**src/rtl/mul_div_unit.sv**
```systemverilog
// Iterative signed multiply / divide unit.
// Multiply: radix-2 Booth over a 65-bit accumulator, 32 iterations.
// Divide: non-restoring division on magnitudes with final sign correction,
// compiled in only when MUL_DIV_UNIT_DIVIDER_EN is defined; otherwise every
// start performs a multiply and div_by_zero is tied low.
module mul_div_unit #(
  parameter int unsigned WIDTH = 32
) (
  input  logic             clk,
  input  logic             clr,
  input  logic             start,
  input  logic             op,
  input  logic [WIDTH-1:0] a,
  input  logic [WIDTH-1:0] b,
  output logic             busy,
  output logic             done,
  output logic             div_by_zero,
  output logic [WIDTH-1:0] hi,
  output logic [WIDTH-1:0] lo
);

  localparam logic [5:0] LastCnt = 6'(WIDTH - 1);

  typedef enum logic [1:0] {StIdle, StRun, StDone} state_e;

  state_e           state_q, state_d;
  logic [5:0]       cnt_q;
  logic             busy_q, busy_d;
  logic             done_q, done_d;
  logic [WIDTH-1:0] hi_q, lo_q;

  // Booth working state: {A[WIDTH-1:0], Q[WIDTH-1:0], q_minus_1}
  logic [2*WIDTH:0] acc_q, mul_next;
  logic [WIDTH:0]   mul_sum;
  logic [WIDTH-1:0] mcand_q;

  logic             accept, last, dbz_start;
  logic [WIDTH-1:0] res_hi, res_lo;

  assign accept = (state_q == StIdle) && start;
  assign last   = (state_q == StRun) && (cnt_q == LastCnt);

  // FSM state register
  always_ff @(posedge clk or negedge clr) begin
    if (!clr) begin
      state_q <= StIdle;
    end else begin
      state_q <= state_d;
    end
  end

  // FSM next-state logic
  always_comb begin
    state_d = state_q;
    case (state_q)
      StIdle: begin
        if (start) begin
          state_d = dbz_start ? StDone : StRun;
        end
      end
      StRun: begin
        if (last) begin
          state_d = StDone;
        end
      end
      StDone:  state_d = StIdle;
      default: state_d = StIdle;
    endcase
  end

  // FSM outputs, computed from the next state so busy/done can be registered
  always_comb begin
    busy_d = (state_d == StRun);
    done_d = (state_d == StDone);
  end

  // One Booth step; the add is one bit wider than A so that subtracting
  // -2^(WIDTH-1) cannot overflow before the arithmetic shift.
  always_comb begin
    mul_sum = {acc_q[2*WIDTH], acc_q[2*WIDTH:WIDTH+1]};
    case (acc_q[1:0])
      2'b01:   mul_sum = {acc_q[2*WIDTH], acc_q[2*WIDTH:WIDTH+1]} + {mcand_q[WIDTH-1], mcand_q};
      2'b10:   mul_sum = {acc_q[2*WIDTH], acc_q[2*WIDTH:WIDTH+1]} - {mcand_q[WIDTH-1], mcand_q};
      default: mul_sum = {acc_q[2*WIDTH], acc_q[2*WIDTH:WIDTH+1]};
    endcase
    mul_next = {mul_sum, acc_q[WIDTH:1]};
  end

  // Iteration counter and multiplier working registers
  always_ff @(posedge clk or negedge clr) begin
    if (!clr) begin
      cnt_q   <= '0;
      acc_q   <= '0;
      mcand_q <= '0;
    end else if (accept) begin
      cnt_q   <= '0;
      acc_q   <= {{WIDTH{1'b0}}, b, 1'b0};
      mcand_q <= a;
    end else if (state_q == StRun) begin
      cnt_q   <= cnt_q + 6'd1;
      acc_q   <= mul_next;
    end
  end

`ifdef MUL_DIV_UNIT_DIVIDER_EN
  logic             op_q;
  logic             neg_quo_q, neg_rem_q;
  logic             dbz_q;
  logic [WIDTH+1:0] rem_q, rem_shift, rem_new, dvsr_ext;
  logic [WIDTH-1:0] quo_q, quo_new, dvsr_q;
  logic [WIDTH-1:0] abs_a, abs_b, rem_fix, div_hi, div_lo;

  assign dbz_start = accept && op && (b == '0);
  assign abs_a     = a[WIDTH-1] ? -a : a;
  assign abs_b     = b[WIDTH-1] ? -b : b;

  // One non-restoring step plus the final remainder fix-up and sign correction.
  // The remainder always ends below the divisor, so its low WIDTH bits suffice.
  always_comb begin
    dvsr_ext  = {2'b00, dvsr_q};
    rem_shift = {rem_q[WIDTH:0], quo_q[WIDTH-1]};
    rem_new   = rem_q[WIDTH+1] ? (rem_shift + dvsr_ext) : (rem_shift - dvsr_ext);
    quo_new   = {quo_q[WIDTH-2:0], ~rem_new[WIDTH+1]};
    rem_fix   = rem_new[WIDTH-1:0] + (rem_new[WIDTH+1] ? dvsr_q : '0);
    div_lo    = neg_quo_q ? -quo_new : quo_new;
    div_hi    = neg_rem_q ? -rem_fix : rem_fix;
  end

  // Divider working registers
  always_ff @(posedge clk or negedge clr) begin
    if (!clr) begin
      op_q      <= 1'b0;
      rem_q     <= '0;
      quo_q     <= '0;
      dvsr_q    <= '0;
      neg_quo_q <= 1'b0;
      neg_rem_q <= 1'b0;
    end else if (accept) begin
      op_q      <= op;
      rem_q     <= '0;
      quo_q     <= abs_a;
      dvsr_q    <= abs_b;
      neg_quo_q <= a[WIDTH-1] ^ b[WIDTH-1];
      neg_rem_q <= a[WIDTH-1];
    end else if (state_q == StRun) begin
      rem_q     <= rem_new;
      quo_q     <= quo_new;
    end
  end

  // Divide-by-zero flag: set with the immediate result, cleared by the next accepted start
  always_ff @(posedge clk or negedge clr) begin
    if (!clr) begin
      dbz_q <= 1'b0;
    end else if (accept) begin
      dbz_q <= dbz_start;
    end
  end

  assign res_hi      = op_q ? div_hi : mul_next[2*WIDTH:WIDTH+1];
  assign res_lo      = op_q ? div_lo : mul_next[WIDTH:1];
  assign div_by_zero = dbz_q;
`else
  logic unused_op;

  assign unused_op   = op;
  assign dbz_start   = 1'b0;
  assign res_hi      = mul_next[2*WIDTH:WIDTH+1];
  assign res_lo      = mul_next[WIDTH:1];
  assign div_by_zero = 1'b0;
`endif

  // Registered outputs; hi/lo change only when a result is produced
  always_ff @(posedge clk or negedge clr) begin
    if (!clr) begin
      busy_q <= 1'b0;
      done_q <= 1'b0;
      hi_q   <= '0;
      lo_q   <= '0;
    end else begin
      busy_q <= busy_d;
      done_q <= done_d;
      if (dbz_start) begin
        hi_q <= a;
        lo_q <= '1;
      end else if (last) begin
        hi_q <= res_hi;
        lo_q <= res_lo;
      end
    end
  end

  assign busy = busy_q;
  assign done = done_q;
  assign hi   = hi_q;
  assign lo   = lo_q;

endmodule

```
**config.mk**
```make
export PLATFORM = sky130hd
export DESIGN_NAME = mul_div_unit
export DESIGN_NICKNAME = d
export VERILOG_FILES = /design/src/rtl/mul_div_unit.sv
export SDC_FILE = /design/constraint.sdc
export NUM_CORES = 1
export LEC_CHECK = 0
export CORE_MARGIN = 5
export CORE_UTILIZATION = 55
export DETAILED_ROUTE_END_ITERATION = 8
export PLACE_DENSITY = 0.77
export SLEW_MARGIN = 20
export SYNTH_ARGS = -nofsm -noshare
export SYNTH_HDL_FRONTEND = slang
export SYNTH_SLANG_ARGS = --single-unit
```
**constraint.sdc**
```tcl
create_clock -name clk -period 5 [get_ports clk]
set_input_delay 1 -clock clk [delete_from_list [all_inputs] [get_ports clk]]
set_output_delay 1 -clock clk [all_outputs]
set_load 0.005 [all_outputs]
```
## After elaboration in Yosys (flattened, before gate mapping)

Cells that the tools add are included.

| storage, ports and cells | value |
|---|---|
| register bits after elaboration | 171 |
| output and inout port bits | 67 |
| logic and storage cells | 29 |

| operators by class | value |
|---|---|
| add/sub/neg operators | 3 |
| eq/ne operators | 6 |
| muxes and demuxes | 8 |
| reductions and logical operators | 4 |

Operators by type and width:

| kind | number |
|---|---|
| $mux 65 | 2 |
| $pmux 33 s2 | 1 |
| $add 32x32->33 | 1 |
| $sub 32x32->33 | 1 |
| $mux 6 | 2 |
| $add 6x1->6 const B | 1 |
| $eq 2x1->1 const B | 3 |
| $eq 6x5->1 const B | 1 |
| $eq 2x2->1 const B | 2 |
| $mux 2 | 2 |
| $pmux 2 s2 | 1 |
| $logic_and 1x1->1 | 2 |
| $logic_not 2->1 | 1 |
| $reduce_bool 2->1 | 1 |

## Longest topological paths before layout

| depth | value |
|---|---|
| depth after elaboration | 5 |
| gate-level depth with buffers | 19 |
| gate-level depth less buffers | 18 |

## Worst setup path before layout

Ideal clock, no wire load.

| timing path | value |
|---|---|
| path type | reg-to-reg |
| from | register mcand_q[11] |
| to | register acc_q[64] |
| library setup time | 77 ps |
| data arrival time | 4,286 ps |
| data required time | 4,923 ps |
| slack | 636 ps |
| cell stages (with the launch flop) | 19 |
| clock period less this slack | 4,364 ps |
| path through | dfrtp_1 > or3_1 > or4_4 > nor3b_1 > nand2_1 > nor4_1 > nor2_1 > xnor2_1 > ha_1 > nand2_1 > o21ai_0 > o41ai_1 > o2bb2ai_1 > o41a_1 > o21ai_0 > and3_4 > nor3_4 > nand2b_1 > a21oi_1 |

| on the way | value |
|---|---|
| word-level cells in the longest chain between the ends | 4 |
| elaborated cells between the ends (all ways) | 5 |

RTL lines:

| item | line | RTL |
|---|---|---|
| start: declaration | 35 | `logic [WIDTH-1:0] mcand_q;` |
| start signal: assignment | 94 | `mcand_q <= '0;` |
| start signal: assignment | 98 | `mcand_q <= a;` |
| $sub 32x32->33 / $add 32x32->33 (equally long branches) | 83, 82 |  |
| $pmux 33 s2 (*) | 81 | `case (acc_q[1:0])` |
| $mux 65 (*) | 99 | `end else if (state_q == StRun) begin` |
| $mux 65 (*) | 95 | `end else if (accept) begin` |
| end signal: assignment | 97 | `acc_q <= {{WIDTH{1'b0}}, b, 1'b0};` |
| end signal: assignment | 101 | `acc_q <= mul_next;` |
| end: declaration | 33 | `logic [2*WIDTH:0] acc_q, mul_next;` |

Mark *: on every way between the ends. The rest lies on a longest branch, timed or not. The select of a mux whose other input is x is not followed.
A chain may end at the register's enable or synchronous reset.

## Final worst setup path

Ends and elaborated chain as after synthesis.

==> impl_results.md <==
- Vias in the first global route: approximately 7,700
- Worst-Margin Slew: 0.878 ns
- Worst EP arrival: 4.97 ns
- Largest cells by area after synthesis: dfrtp_1 (46%), nand2_1 (7.9%), ha_1 (4.7%)
- CTS tree: done
- Number of synthesized flops with an enable pin: 0
- First DRT Iteration DRCs: 502
- Core area: ~17,000 sq um
- Post-Route WL: 23,500 um
- HP Class: reg2reg
- Outcome: complete, no violations
- F_max: 216 MHz
- Ys async rst share: 100%
- Ys flop type: dfrtp_1
- Max-Cap Viols: 0
- Met3 usage: 3.42%
- Antenna Nets Post-Route: 0
- FF+latch count, synth: roughly 170
- Total chip power: 9490 uW
- Fin nets: 1,253
- Area Overhead vs Synth: 23.0%
- First-pass detailed-route iteration total: 5
- YS warnings: 0
- Die Ht: 141 um
- Yosys cell types: 66
- Cell Area, Synth: ~9400 sq um
- Final Critical Period: 4.63 ns
- Antenna cells: 0
- Rel. slew slack: 41.2%
- CP max FO: 4
- Post-DP Area: 10,900 sq um
- Clk pin slew, worst setup/hold paths: 0.07 ns
- Startpoint Class: register
- RSZ-0062 raised after global routing: no
- Layout cells sized above 1: 8.78%
- Initial Util: 56.3%
- Post-DR vias/cell: 5.79
- Clock Sinks: 171
- Most common cell in the netlist: nand2_1
- CTS HTree Levels: 4
- DRC: 0
- First-pass GRT wire length: approximately 39,000 um
- Final Hold Viols: 0
- Power Density: 820 nW/um^2
- Cts repair resizes: 0
- Required time worst endpoint: around 5.4 ns
- Endpoint class of the critical path: register
- Busiest grt layer: met2
- Syn nets: 1,146
- Wirelength per Cell: 17.0 um
- Leading area contributor after synthesis: dfrtp_1
- Final Cell Area: 11,600 sq um
- Leakage: between 0.005 and 0.006 uW
- Total negative slack: 0 ns
- Postcts setup bufs: 0
- Gate Count Post-Synth: 1,042
- Vias: 7,999
- I/O pins: between 100 and 150
- Die span in x: 141 um
- Share of the synthesized area in the top cell type: ~46%
- Post-DP HPWL: ~16,000 um
- Worst ir drop on vdd: 0.391 mV
- Die Area: 19,800 sq um
- GRT Util Overall: 23.9%
- M2 GR Usage: 38.0%
- Final setup viols: 0
- Row count: 47
- Register area share after synthesis: approximately 46%
- Clk Latency, worst-skew pair: 0.43 ns
- Root buf cell: clkbuf_16
- Clock Path Buffers: 2
- GRT met1 Usage: 34.1%
- Worst Clk Skew: 0.0128 ns
- Final Slew Violations: 0
- CTS buffer count: 17
- Gpl congestion: 0.909
- CTS Hold Bufs: 0
- Pin count of the biggest net entering global routing: 94
- Initial antenna violation count: 0
- Syn Area/Cell: 9.02 sq um
- Crit Path Class: reg2reg
- Post-synth top cells: nand2_1 (199), dfrtp_1 (171), a21oi_1 (85)
- Port buffer count: 132
- Gr ovfl total: 0
- Fin crit share: 92.5%
worst max-delay path, stage by stage (launching register included):
cell,delay [ns]
dfrtp_1,0.41
or3_1,0.44
or4_4,0.47
nor3b_2,0.23
nand2_1,0.11
nor2_1,0.12
nor2_1,0.06
xnor2_1,0.31
ha_1,0.33
a21oi_1,0.24
o21ai_0,0.16
o41ai_2,0.31
o2bb2ai_1,0.14
o41a_1,0.39
o21ai_0,0.25
and3_4,0.24
nor3_4,0.05
nand2b_1,0.16
a21oi_1,0.14
placed cells by master, fill, tap and decap left out, drive strengths merged, types with 3 or more instances in the layout:
| cell | count |
|---|---|
| nor2b | 36 |
| nand2 | 199 |
| nor3b | 4 |
| inv | 20 |
| mux2i | 6 |
| or3 | 6 |
| nor4 | 5 |
| a31oi | 6 |
| o31ai | 4 |
| o21ai | 108 |
| o21bai | 6 |
| a211oi | 3 |
| clkbuf | 19 |
| buf | 19 |
| clkinv | 7 |
| a22o | 9 |
| a221oi | 3 |
| dfrtp | 171 |
| a22oi | 32 |
| xnor2 | 42 |
| a41oi | 5 |
| nand2b | 9 |
| mux2 | 30 |
| nand4 | 5 |
| and3 | 6 |
| ha | 35 |
| nand3 | 8 |
| xor2 | 13 |
| a21o | 16 |
| a21oi | 85 |
| clkdlybuf4s50 | 131 |
| nor3 | 16 |
| nor4b | 3 |
| nor2 | 62 |
worst paths after layout:
kind / from / to / slack [ns] / cells past startpoint
worst max-delay path: mcand_q[11]$_DFFE_PN0P_ / acc_q[64]$_DFFE_PN0P_ / 0.37 / 18
worst min-delay path: lo[3]$_DFFE_PN0P_ / lo[3]$_DFFE_PN0P_ / 0.48 / 2
worst max register to register: mcand_q[11]$_DFFE_PN0P_ / acc_q[64]$_DFFE_PN0P_ / 0.37 / 18
worst min register to register: lo[3]$_DFFE_PN0P_ / lo[3]$_DFFE_PN0P_ / 0.48 / 2
max in group asynchronous: clr / lo[24]$_DFFE_PN0P_ / 3.44 / 2
min in group asynchronous: clr / hi[24]$_DFFE_PN0P_ / 0.65 / 1
cell type report:
type	instances	area, sq um
multi-input combinational	794	4880
sequential	171	4280
timing repair buffer	150	1470
inverter	15	56.3
fill	1320	5130
clock inverter	13	150
tap	220	275
clock buffer	19	453
state kept, by name, indices dropped and copies added, names as in the netlist:
name     cells
mcand_q     32
busy         1
cnt_q        6
acc_q       65
state_q      2
lo          32
hi          32
done         1
power breakdown:
part	leakage, uW	switching [uW]	internal [uW]
Clock	0.000297	601	736
Combinational	0.00266	3050	2540
Sequential	0.00218	554	2010
routing by layer:
metal	vias to the layer above	wire, um
li1	3876	-
met1	3866	10700
met2	219	11100
met3	38	1130
met4	0	496
met5	-	0
logic make-up (layout without fill, tap and decap cells):
kind of cell	after synthesis	count (layout)	synth area share (%)
compound gates	298	298	19.3
other cells	1	1	0.0399
fa+ha+maj	36	36	4.87
simple gates	368	368	17.8
buf+inv	77	197	3.13
flops	171	171	45.5
mux	36	36	4.23
xor+xnor	55	55	5.12
per-stage QoR:
step                      hold slack, ns  instances  worst slack [ns]  util, %
after global routing               0.495       1382            0.0399     69.3
after floorplan                    0.455       1042             0.636        -
after global placement             0.457       1350             0.348     65.4
after detailed placement           0.461       1350             0.183     65.5
final                              0.476       1382             0.375     69.3
after CTS                          0.479       1382             0.164     69.1
Power figures use the tool's default switching activity.
